### src/rtl/ram_bus_arbiter_pkg.sv
// Shared constants for the IF/MEM RAM port arbiter: bus widths, one-hot FSM
// state encodings and owner IDs.
// Build option: define ARB_ROUND_ROBIN_EN for round-robin tie breaking.
package ram_bus_arbiter_pkg;

  localparam int BUS_WIDTH  = 32;
  localparam int DATA_WIDTH = 32;

  // One-hot FSM encodings
  localparam logic [2:0] ARB_IDLE = 3'b001;
  localparam logic [2:0] ARB_ADDR = 3'b010;
  localparam logic [2:0] ARB_DATA = 3'b100;

  // Owner IDs
  localparam logic ARB_OWN_IF  = 1'b0;
  localparam logic ARB_OWN_MEM = 1'b1;

endpackage

### src/rtl/ram_bus_arbiter_arb_pick.sv
// Combinational winner selection between the IF and MEM requesters.
// With ARB_ROUND_ROBIN_EN defined a tie goes to the requester that was not
// granted last; otherwise MEM always beats IF.
module arb_pick
  import ram_bus_arbiter_pkg::*;
(
  input  logic if_req,
  input  logic mem_req,
  input  logic last_grant,
  output logic grant_valid,
  output logic grant_id
);

`ifndef ARB_ROUND_ROBIN_EN
  // Fixed priority has no history to consult
  logic w_unused_last_grant;
  assign w_unused_last_grant = last_grant;
`endif

  // Pick a winner from the requests currently raised
  always_comb begin
    grant_valid = if_req | mem_req;
    grant_id    = ARB_OWN_IF;
`ifdef ARB_ROUND_ROBIN_EN
    if (if_req && mem_req) begin
      grant_id = (last_grant == ARB_OWN_IF) ? ARB_OWN_MEM : ARB_OWN_IF;
    end else if (mem_req) begin
      grant_id = ARB_OWN_MEM;
    end
`else
    if (mem_req) begin
      grant_id = ARB_OWN_MEM;
    end
`endif
  end

endmodule

### src/rtl/ram_bus_arbiter.sv
// Shares one SRAM-like RAM port between instruction fetch (IF) and
// load/store (MEM). One transaction in flight; responses are steered to the
// owner only and dropped when the owner's stage is flushed.
// Build option: define ARB_ROUND_ROBIN_EN for round-robin tie breaking
// (adds the last_grant flop); default is fixed MEM > IF priority.
module ram_bus_arbiter
  import ram_bus_arbiter_pkg::*;
(
  input  logic                  clk,
  input  logic                  rst_n,
  input  logic                  if_req,
  input  logic [BUS_WIDTH-1:0]  if_addr,
  input  logic                  if_cancel,
  output logic                  if_addr_ok,
  output logic                  if_data_ok,
  output logic [DATA_WIDTH-1:0] if_rdata,
  input  logic                  mem_req,
  input  logic                  mem_wr,
  input  logic [3:0]            mem_wstrb,
  input  logic [BUS_WIDTH-1:0]  mem_addr,
  input  logic [DATA_WIDTH-1:0] mem_wdata,
  input  logic                  mem_cancel,
  output logic                  mem_addr_ok,
  output logic                  mem_data_ok,
  output logic [DATA_WIDTH-1:0] mem_rdata,
  output logic                  ram_req,
  output logic                  ram_wr,
  output logic [3:0]            ram_wstrb,
  output logic [BUS_WIDTH-1:0]  ram_addr,
  output logic [DATA_WIDTH-1:0] ram_wdata,
  input  logic                  ram_addr_ok,
  input  logic                  ram_data_ok,
  input  logic [DATA_WIDTH-1:0] ram_rdata
);

  logic [2:0]            r_state;
  logic                  r_owner;
  logic                  r_drop;
  logic                  r_ram_req;
  logic                  r_ram_wr;
  logic [3:0]            r_ram_wstrb;
  logic [BUS_WIDTH-1:0]  r_ram_addr;
  logic [DATA_WIDTH-1:0] r_ram_wdata;

  logic w_last_grant;
  logic w_grant_valid;
  logic w_grant_id;
  logic w_win_mem;
  logic w_accept;
  logic w_done;
  logic w_grant;
  logic w_owner_cancel;
  logic w_forward;

  arb_pick u_pick (
    .if_req      (if_req),
    .mem_req     (mem_req),
    .last_grant  (w_last_grant),
    .grant_valid (w_grant_valid),
    .grant_id    (w_grant_id)
  );

  // Grant points are IDLE and the response cycle of DATA, so back-to-back
  // transactions need no idle bubble.
  assign w_accept       = (r_state == ARB_ADDR) && ram_addr_ok;
  assign w_done         = (r_state == ARB_DATA) && ram_data_ok;
  assign w_grant        = ((r_state == ARB_IDLE) || w_done) && w_grant_valid;
  assign w_win_mem      = (w_grant_id == ARB_OWN_MEM);
  assign w_owner_cancel = (r_owner == ARB_OWN_MEM) ? mem_cancel : if_cancel;
  // A cancel on the response cycle itself still suppresses the ack
  assign w_forward      = w_done && !r_drop && !w_owner_cancel;

`ifdef ARB_ROUND_ROBIN_EN
  logic r_last_grant;

  // Remember who won most recently so the next tie goes the other way
  always_ff @(posedge clk or negedge rst_n) begin
    if (!rst_n) begin
      r_last_grant <= ARB_OWN_IF;
    end else if (w_grant) begin
      r_last_grant <= w_grant_id;
    end
  end

  assign w_last_grant = r_last_grant;
`else
  assign w_last_grant = ARB_OWN_IF;
`endif

  // Transaction FSM, owner and drop tracking; a new grant overrides the rest
  always_ff @(posedge clk or negedge rst_n) begin
    if (!rst_n) begin
      r_state <= ARB_IDLE;
      r_owner <= ARB_OWN_IF;
      r_drop  <= 1'b0;
    end else begin
      case (r_state)
        ARB_IDLE: ;
        ARB_ADDR: begin
          if (ram_addr_ok) r_state <= ARB_DATA;
          if (w_owner_cancel) r_drop <= 1'b1;
        end
        ARB_DATA: begin
          if (ram_data_ok) r_state <= ARB_IDLE;
          if (w_owner_cancel) r_drop <= 1'b1;
        end
        default: r_state <= ARB_IDLE;
      endcase
      if (w_grant) begin
        r_state <= ARB_ADDR;
        r_owner <= w_grant_id;
        r_drop  <= 1'b0;
      end
    end
  end

  // Registered RAM command: captured at grant, held stable until the next one
  always_ff @(posedge clk or negedge rst_n) begin
    if (!rst_n) begin
      r_ram_req   <= 1'b0;
      r_ram_wr    <= 1'b0;
      r_ram_wstrb <= 4'b0;
      r_ram_addr  <= '0;
      r_ram_wdata <= '0;
    end else if (w_grant) begin
      r_ram_req   <= 1'b1;
      r_ram_wr    <= w_win_mem & mem_wr;
      r_ram_wstrb <= w_win_mem ? mem_wstrb : 4'b0;
      r_ram_addr  <= w_win_mem ? mem_addr : if_addr;
      r_ram_wdata <= w_win_mem ? mem_wdata : '0;
    end else if (w_accept) begin
      r_ram_req   <= 1'b0;
    end
  end

  assign ram_req     = r_ram_req;
  assign ram_wr      = r_ram_wr;
  assign ram_wstrb   = r_ram_wstrb;
  assign ram_addr    = r_ram_addr;
  assign ram_wdata   = r_ram_wdata;

  // Handshake pulses reach only the owner; read data is a plain pass-through
  assign if_addr_ok  = w_accept && (r_owner == ARB_OWN_IF);
  assign mem_addr_ok = w_accept && (r_owner == ARB_OWN_MEM);
  assign if_data_ok  = w_forward && (r_owner == ARB_OWN_IF);
  assign mem_data_ok = w_forward && (r_owner == ARB_OWN_MEM);
  assign if_rdata    = ram_rdata;
  assign mem_rdata   = ram_rdata;

endmodule

### config.mk
export PLATFORM = sky130hd
export DESIGN_NAME = ram_bus_arbiter
export DESIGN_NICKNAME = d
export VERILOG_FILES = /design/src/rtl/ram_bus_arbiter_pkg.sv /design/src/rtl/ram_bus_arbiter_arb_pick.sv /design/src/rtl/ram_bus_arbiter.sv
export SDC_FILE = /design/constraint.sdc
export NUM_CORES = 1
export LEC_CHECK = 0
export ABC_AREA = 1
export CAP_MARGIN = 20
export CORE_AREA = 2 2 109 111
export CTS_BUF_LIST = sky130_fd_sc_hd__clkbuf_2
export DETAILED_ROUTE_END_ITERATION = 7
export DIE_AREA = 0 0 111 113
export PLACE_DENSITY = 0.78
export SYNTH_ARGS = -nofsm -noshare
export SYNTH_HDL_FRONTEND = slang
export SYNTH_SLANG_ARGS = --single-unit
### constraint.sdc
create_clock -name clk -period 2.1 [get_ports clk]
set_clock_uncertainty 0.15 [all_clocks]
set_input_delay 0.315 -clock clk [delete_from_list [all_inputs] [get_ports clk]]
set_output_delay 0.315 -clock clk [all_outputs]
set_load 0.05 [all_outputs]
==> results.yml, run 1 <==
cts:
  cts_made_buffers: 9
  clk_pin_slew_ns: 0.20
  cts_max_path_buffers: 2
  htreeDepth: 3
  clk_latency_ns: 0.50
  cts_sinks: 75
  cts_tree: "built"
  cts_root_buffer: "clkbuf_2"
global_routing:
  grt_max_degree: 71
  grt_use_total_pct: 15.4
  grt_pass1_vias: 3187
  grt_pass1_wl_mm: 15.7
  antenna_found_initial: 0
  grt-ovfl-total: 0
setup_path:
  cp_max_fo: 3
  crit_required_ns: 1.63
  startpoint_type: "flip-flop"
  startpoint: "r_state[1]"
  critPathCaptureType: "output pin"
  rr_worst_depth: 7
  critPathKind: "reg2out"
  worstPathArrival_ns: 1.71
  r2r_slack_ns: 0.26
  r2r_end: "ram_wdata[20]"
  reg2reg_from: "r_state[2]"
drt:
  routed_wl_mm: 9.48
  routed_via_density: 4.62
  num_vias: 3139
  post_drt_wl_per_cell_um: 14.0
  drt-initial-drc-count: 144
  drc: 0
  ant_nets: 0
  dr.pass1.iters: 4
logic_synthesis:
  ys_seq_elements: 75
  synth_warnings: 0
  synth_cells: 409
  yosys.cell_types.count: 21
  syn_nets: 550
  yosysSeqAreaShare_pct: 50.2
  syn_area_mm2: 0.00374
  avgSynthCellArea_um2: 9.14
floorplan:
  fp-row-count: 39
  fp.coreArea_mm2: 0.0113
  start_util_pct: 33.2
  dieArea_mm2: 0.0125
  die_y_um: 113
  die_w_um: 111
  pin_count: 279
placement:
  gp_congestion: 0.817
  io_buffers: 182
  place_ws_ns: 0.0359
  dpl_cell_area_mm2: 0.00524
  dp_hpwl_mm: 6.94
flow_run:
  max-cap-violations: 0
power_and_ir_drop:
  powerDensity_mw_per_mm2: 1510
  p_leak_uw: 0.00275
  ir_drop_mv: 0.751
  total_power_uw: 8170
sta:
  tns_ns: -0.269
  fin_crit_ns: 2.17
  fmax_ghz: 0.460
  slew_violations: 0
  rsz0062_at_grt: "yes"
  final-setup-viol-count: 4
  timing.final.hold_violations: 0
  fin_ws_ns: -0.0746
  worst_slew_pin_slew_ns: 0.534
  whs_ns: 0.140
  finalCritPeriodShare_pct: 104
  slew_headroom_pct: 64.6
cells_and_area:
  drive_above_1_share_pct: 10.1
  antennaDiodeCount: 0
  area_growth_pct: 45.1
  nets: 672
  nFillCells: 1096
  regArea_mm2: 0.00188
  multiInputGateArea_mm2: 0.00126
  fin_area_mm2: 0.00543
outcome:
  violations: "setup timing"
  status: "finished with violations"
hold_path:
  hold_path.class: "in2async"
## power breakdown
group | switching, µW | total, µW | internal, µW
combinational | 3490 | 4850 | 1360
sequential | 352 | 2450 | 2090
clock | 487 | 877 | 390
total | 4330 | 8170 | 3840
## per-stage QoR
stage | util, % | instances
2_1_floorplan | - | 409
3_3_place_gp | 46.5 | 652
3_5_place_dp | 46.5 | 652
4_1_cts | 47.6 | 673
5_1_grt | 48.2 | 679
6_report | 48.2 | 679
## cell families after synthesis
kind of cell | after synthesis | synth area share (%)
multiplexers | 32 | 8.56
buffers and inverters | 96 | 17.5
AO/OA/AOI/OAI | 34 | 4.62
AND/OR/NAND/NOR | 172 | 19.1
flip-flops | 75 | 50.2
## placed cells by master (no fill, tap or decap), drive strengths merged, types with 3 or more instances in the layout
master / n
o21ai: 33
inv: 9
dlygate4sd2: 67
clkbuf: 10
nand3: 40
clkdlybuf4s50: 106
mux2i: 32
dfrtp: 74
nand2: 121
clkinv: 3
nor2: 6
buf: 24
## worst max-delay path, cell delays in order (launching register included)
cell	delay, ns
dfrtp_1	0.46
nor2_4	0.13
nand3_2	0.09
or2_4	0.29
nor2_4	0.11
buf_12	0.14
## state kept, by name (all words and copies together) (netlist names)
signal,cells
r_drop,1
ram_wr,1
ram_wstrb,4
r_owner,1
r_state,3
ram_addr,32
ram_req,1
ram_wdata,32
## how the worst max path moves through the flow
stage	end	slack, ns	cells past startpoint
final	if_data_ok	-0.07	5
after floorplan	if_data_ok	0.1	4
after CTS	mem_data_ok	-0.18	5
after global placement	mem_data_ok	0.07	5
after detailed placement	mem_data_ok	0.04	5
after global routing	if_addr_ok	-0.25	7
## layout make-up
cell class,count,share of cell area (%)
clock buffer,10,0.922
clock inverter,6,1.48
inverter,9,0.669
multi-input combinational,238,23.3
sequential,75,34.6
tap,143,3.30
timing repair buffer,198,35.7
## synth_stat cells, drive strengths merged
library cell | number | share of area (%)
dfrtp | 74 | 50
inv | 9 | 0.90
nand3 | 40 | 5.4
buf | 83 | 16
or2 | 2 | 0.33
nand3b | 2 | 0.40
dfstp | 1 | 0.70
nor2 | 6 | 0.67
o211ai | 1 | 0.20
nor3 | 1 | 0.13
mux2i | 32 | 8.6
nand2 | 121 | 12
o21ai | 33 | 4.4
clkbuf | 4 | 0.47
## routing by layer
layer,part of all wire (%),vias to the layer above,wire (µm),global-route usage (%)
li1,-,1505,-,-
met1,38,1462,3640,17.1
met2,51,143,4850,27.1
met3,8.5,29,804,5.62
met4,1.9,0,183,6.00
met5,0,-,0,0
## what timing repair did
item,CTS,global route
pin swaps,3,3
endpoints found under the setup margin,71,4
hold endpoints to repair,75,0
hold buffers,1,0
setup buffers,4,6
gates resized for setup,80,6
No activity file was read; power rests on OpenSTA's default activity.
==> inputs of run 2 (changes only) <==
--- a/config.mk
+++ b/config.mk
@@ -12,6 +12,7 @@
 export DETAILED_ROUTE_END_ITERATION = 7
 export DIE_AREA = 0 0 111 113
 export PLACE_DENSITY = 0.78
+export RECOVER_POWER = 100
 export SYNTH_ARGS = -nofsm -noshare
 export SYNTH_HDL_FRONTEND = slang
 export SYNTH_SLANG_ARGS = --single-unit
==> run 2 against run 1 <==
The run still ends with setup timing left. Die area did not move. Sequential share of layout area increased by 0.096 points. Clock power about the same. Cell count stayed put. Non-clock buffer count unchanged. First-iteration DRC count is 3.5% higher. Core utilization is 0.13 points lower. Critical path depth is the same. Worst hold slack improved by 0.051 ns. Register-to-register slack hardly changed. Fmax about the same. Largest power group unchanged. Highest routed layer unchanged.
==> results.yml, run 2 (synthesis gave the netlist of run 1 again) <==
outcome:
  status: "finished with violations"
  violations: "setup timing"
setup_path:
  crit_path_max_incr_delay_ns: 0.46
  cp_max_fo: 3
  crit_chain: "nor2_4 -> nand3_2 -> or2_4 -> nor2_4 -> buf_12"
  startpoint_type: "flip-flop"
  cp_slowest_cell: "dfrtp_1"
  crit_required_ns: 1.63
  worstPathArrival_ns: 1.71
  crit_family: "simple AND/OR/NAND/NOR gates"
  path_buf_inv: 1
  critPathCaptureType: "output pin"
  critPathKind: "reg2out"
  cpMostUsedCell: "nor2_4"
cts:
  cts_max_path_buffers: 2
  cts_made_buffers: 9
  htreeDepth: 3
  clk_pin_slew_ns: 0.22
  cts_root_buffer: "clkbuf_2"
  cts_sinks: 75
  cts_tree: "built"
  clk_latency_ns: 0.50
floorplan:
  dieArea_mm2: 0.0125
  die_y_um: 113
  fp.coreArea_mm2: 0.0113
  start_util_pct: 33.2
  pin_count: 279
  die_w_um: 111
  fp-row-count: 39
drt:
  routed_via_density: 4.61
  dr.pass1.iters: 4
  num_vias: 3131
  ant_nets: 0
  drc: 0
  drt-initial-drc-count: 149
  post_drt_wl_per_cell_um: 13.9
  routed_wl_mm: 9.47
power_and_ir_drop:
  p_leak_uw: 0.00275
  ir_drop_mv: 0.750
  powerDensity_mw_per_mm2: 1510
  total_power_uw: 8170
global_routing:
  grt_use_total_pct: 15.4
  grt-ovfl-total: 0
  grt_pass1_vias: 3187
  grt_pass1_wl_mm: 15.7
  grt_max_degree: 71
  antenna_found_initial: 0
cells_and_area:
  antennaDiodeCount: 0
  area_growth_pct: 44.7
  drive_above_1_share_pct: 10.1
  nets: 672
  layout_commonest_cell: "nand2_1"
  fin_area_mm2: 0.00541
  nFillCells: 1098
  layout_common_cells: "119 x nand2_1, 106 x clkdlybuf4s50_1, 73 x dfrtp_1"
sta:
  fmax_ghz: 0.460
  rsz0062_at_grt: "yes"
  fin_ws_ns: -0.0737
  timing.final.hold_violations: 0
  finalCritPeriodShare_pct: 104
  worst_slew_pin_slew_ns: 0.842
  fin_crit_ns: 2.17
  slew_violations: 0
  slew_headroom_pct: 43.9
  whs_ns: 0.191
  final-setup-viol-count: 4
placement:
  gp_congestion: 0.817
  io_buffers: 182
  dpl_cell_area_mm2: 0.00524
  place_ws_ns: 0.0359
  dp_hpwl_mm: 6.94
hold_path:
  hold_path.class: "in2reg"
flow_run:
  max-cap-violations: 0
==> run 2: cell count changes in the layout (fill, tap and decap cells not counted), sizes merged <==
cell	previous run	this run
clkbuf	10	12
buf	24	22
==> run 2: worst paths after layout <==
check / start / end / slack [ns] / cells after the start
max: r_state[1] / if_data_ok / -0.07 / 5
min: mem_wdata[23] / ram_wdata[23] / 0.19 / 3
min reg2reg: ram_wdata[3] / ram_wdata[3] / 0.34 / 2
max in group asynchronous: rst_n / ram_wdata[31] / 0.31 / 3
min in group asynchronous: rst_n / ram_addr[19] / 0.29 / 2
max reg2reg: r_state[2] / ram_wdata[20] / 0.26 / 7
==> run 2: what timing repair did <==
action | CTS | global route
hold buffers | 1 | 0
gates resized for setup | 80 | 6
pin swaps | 3 | 3
endpoints found under the setup margin | 71 | 4
setup buffers | 4 | 6
hold endpoints to repair | 75 | 0
==> run 2: area by class of cell <==
class | count | area (µm²) | area share, %
clock buffers | 10 | 50.0 | 0.925
clock inverters | 6 | 80.1 | 1.48
inverters | 9 | 36.3 | 0.670
multi-input cells | 238 | 1260 | 23.4
flip-flops and latches | 75 | 1880 | 34.7
well taps | 143 | 179 | 3.31
repair buffers | 198 | 1920 | 35.5
==> run 2: metrics by stage <==
step	cells	setup TNS, ns	utilization (%)
after global placement	652	0	46.5
after floorplan	409	0	-
after global routing	679	-0.950	48.0
after CTS	673	-0.677	47.6
final	679	-0.269	48.0
after detailed placement	652	0	46.5
==> run 2: worst register-to-register path, cell delays in order (launching register included) <==
cell     delay, ns
dfrtp_1       0.45
buf_4         0.15
inv_1         0.04
nand3_1       0.12
nand2_1       0.21
buf_4         0.37
nand3_1       0.15
nand2_1       0.10
==> run 2: layer usage <==
metal  GRT usage, %  wire, µm  vias up
met5              0         0        -
met4           6.00       183        0
met3           5.62       801       29
met2           27.1      4850      140
met1           17.1      3630     1457
li1               -         -     1505
==> run 2: power breakdown <==
group	internal, µW	total, µW	switching (µW)	leakage, µW
sequential	2090	2450	352	0.000940
combinational	1360	4850	3490	0.00173
clock	390	877	488	0.0000770
total	3840	8170	4330	0.00275
==> inputs of run 3 (changes only) <==
--- a/config.mk
+++ b/config.mk
@@ -9,6 +9,7 @@
 export CAP_MARGIN = 20
 export CORE_AREA = 2 2 109 111
 export CTS_BUF_LIST = sky130_fd_sc_hd__clkbuf_2
+export CTS_CLUSTER_SIZE = 25
 export DETAILED_ROUTE_END_ITERATION = 7
 export DIE_AREA = 0 0 111 113
 export PLACE_DENSITY = 0.78
==> results of run 3 <==
The final DEF is identical to that of run 2; final timing and power are the same.
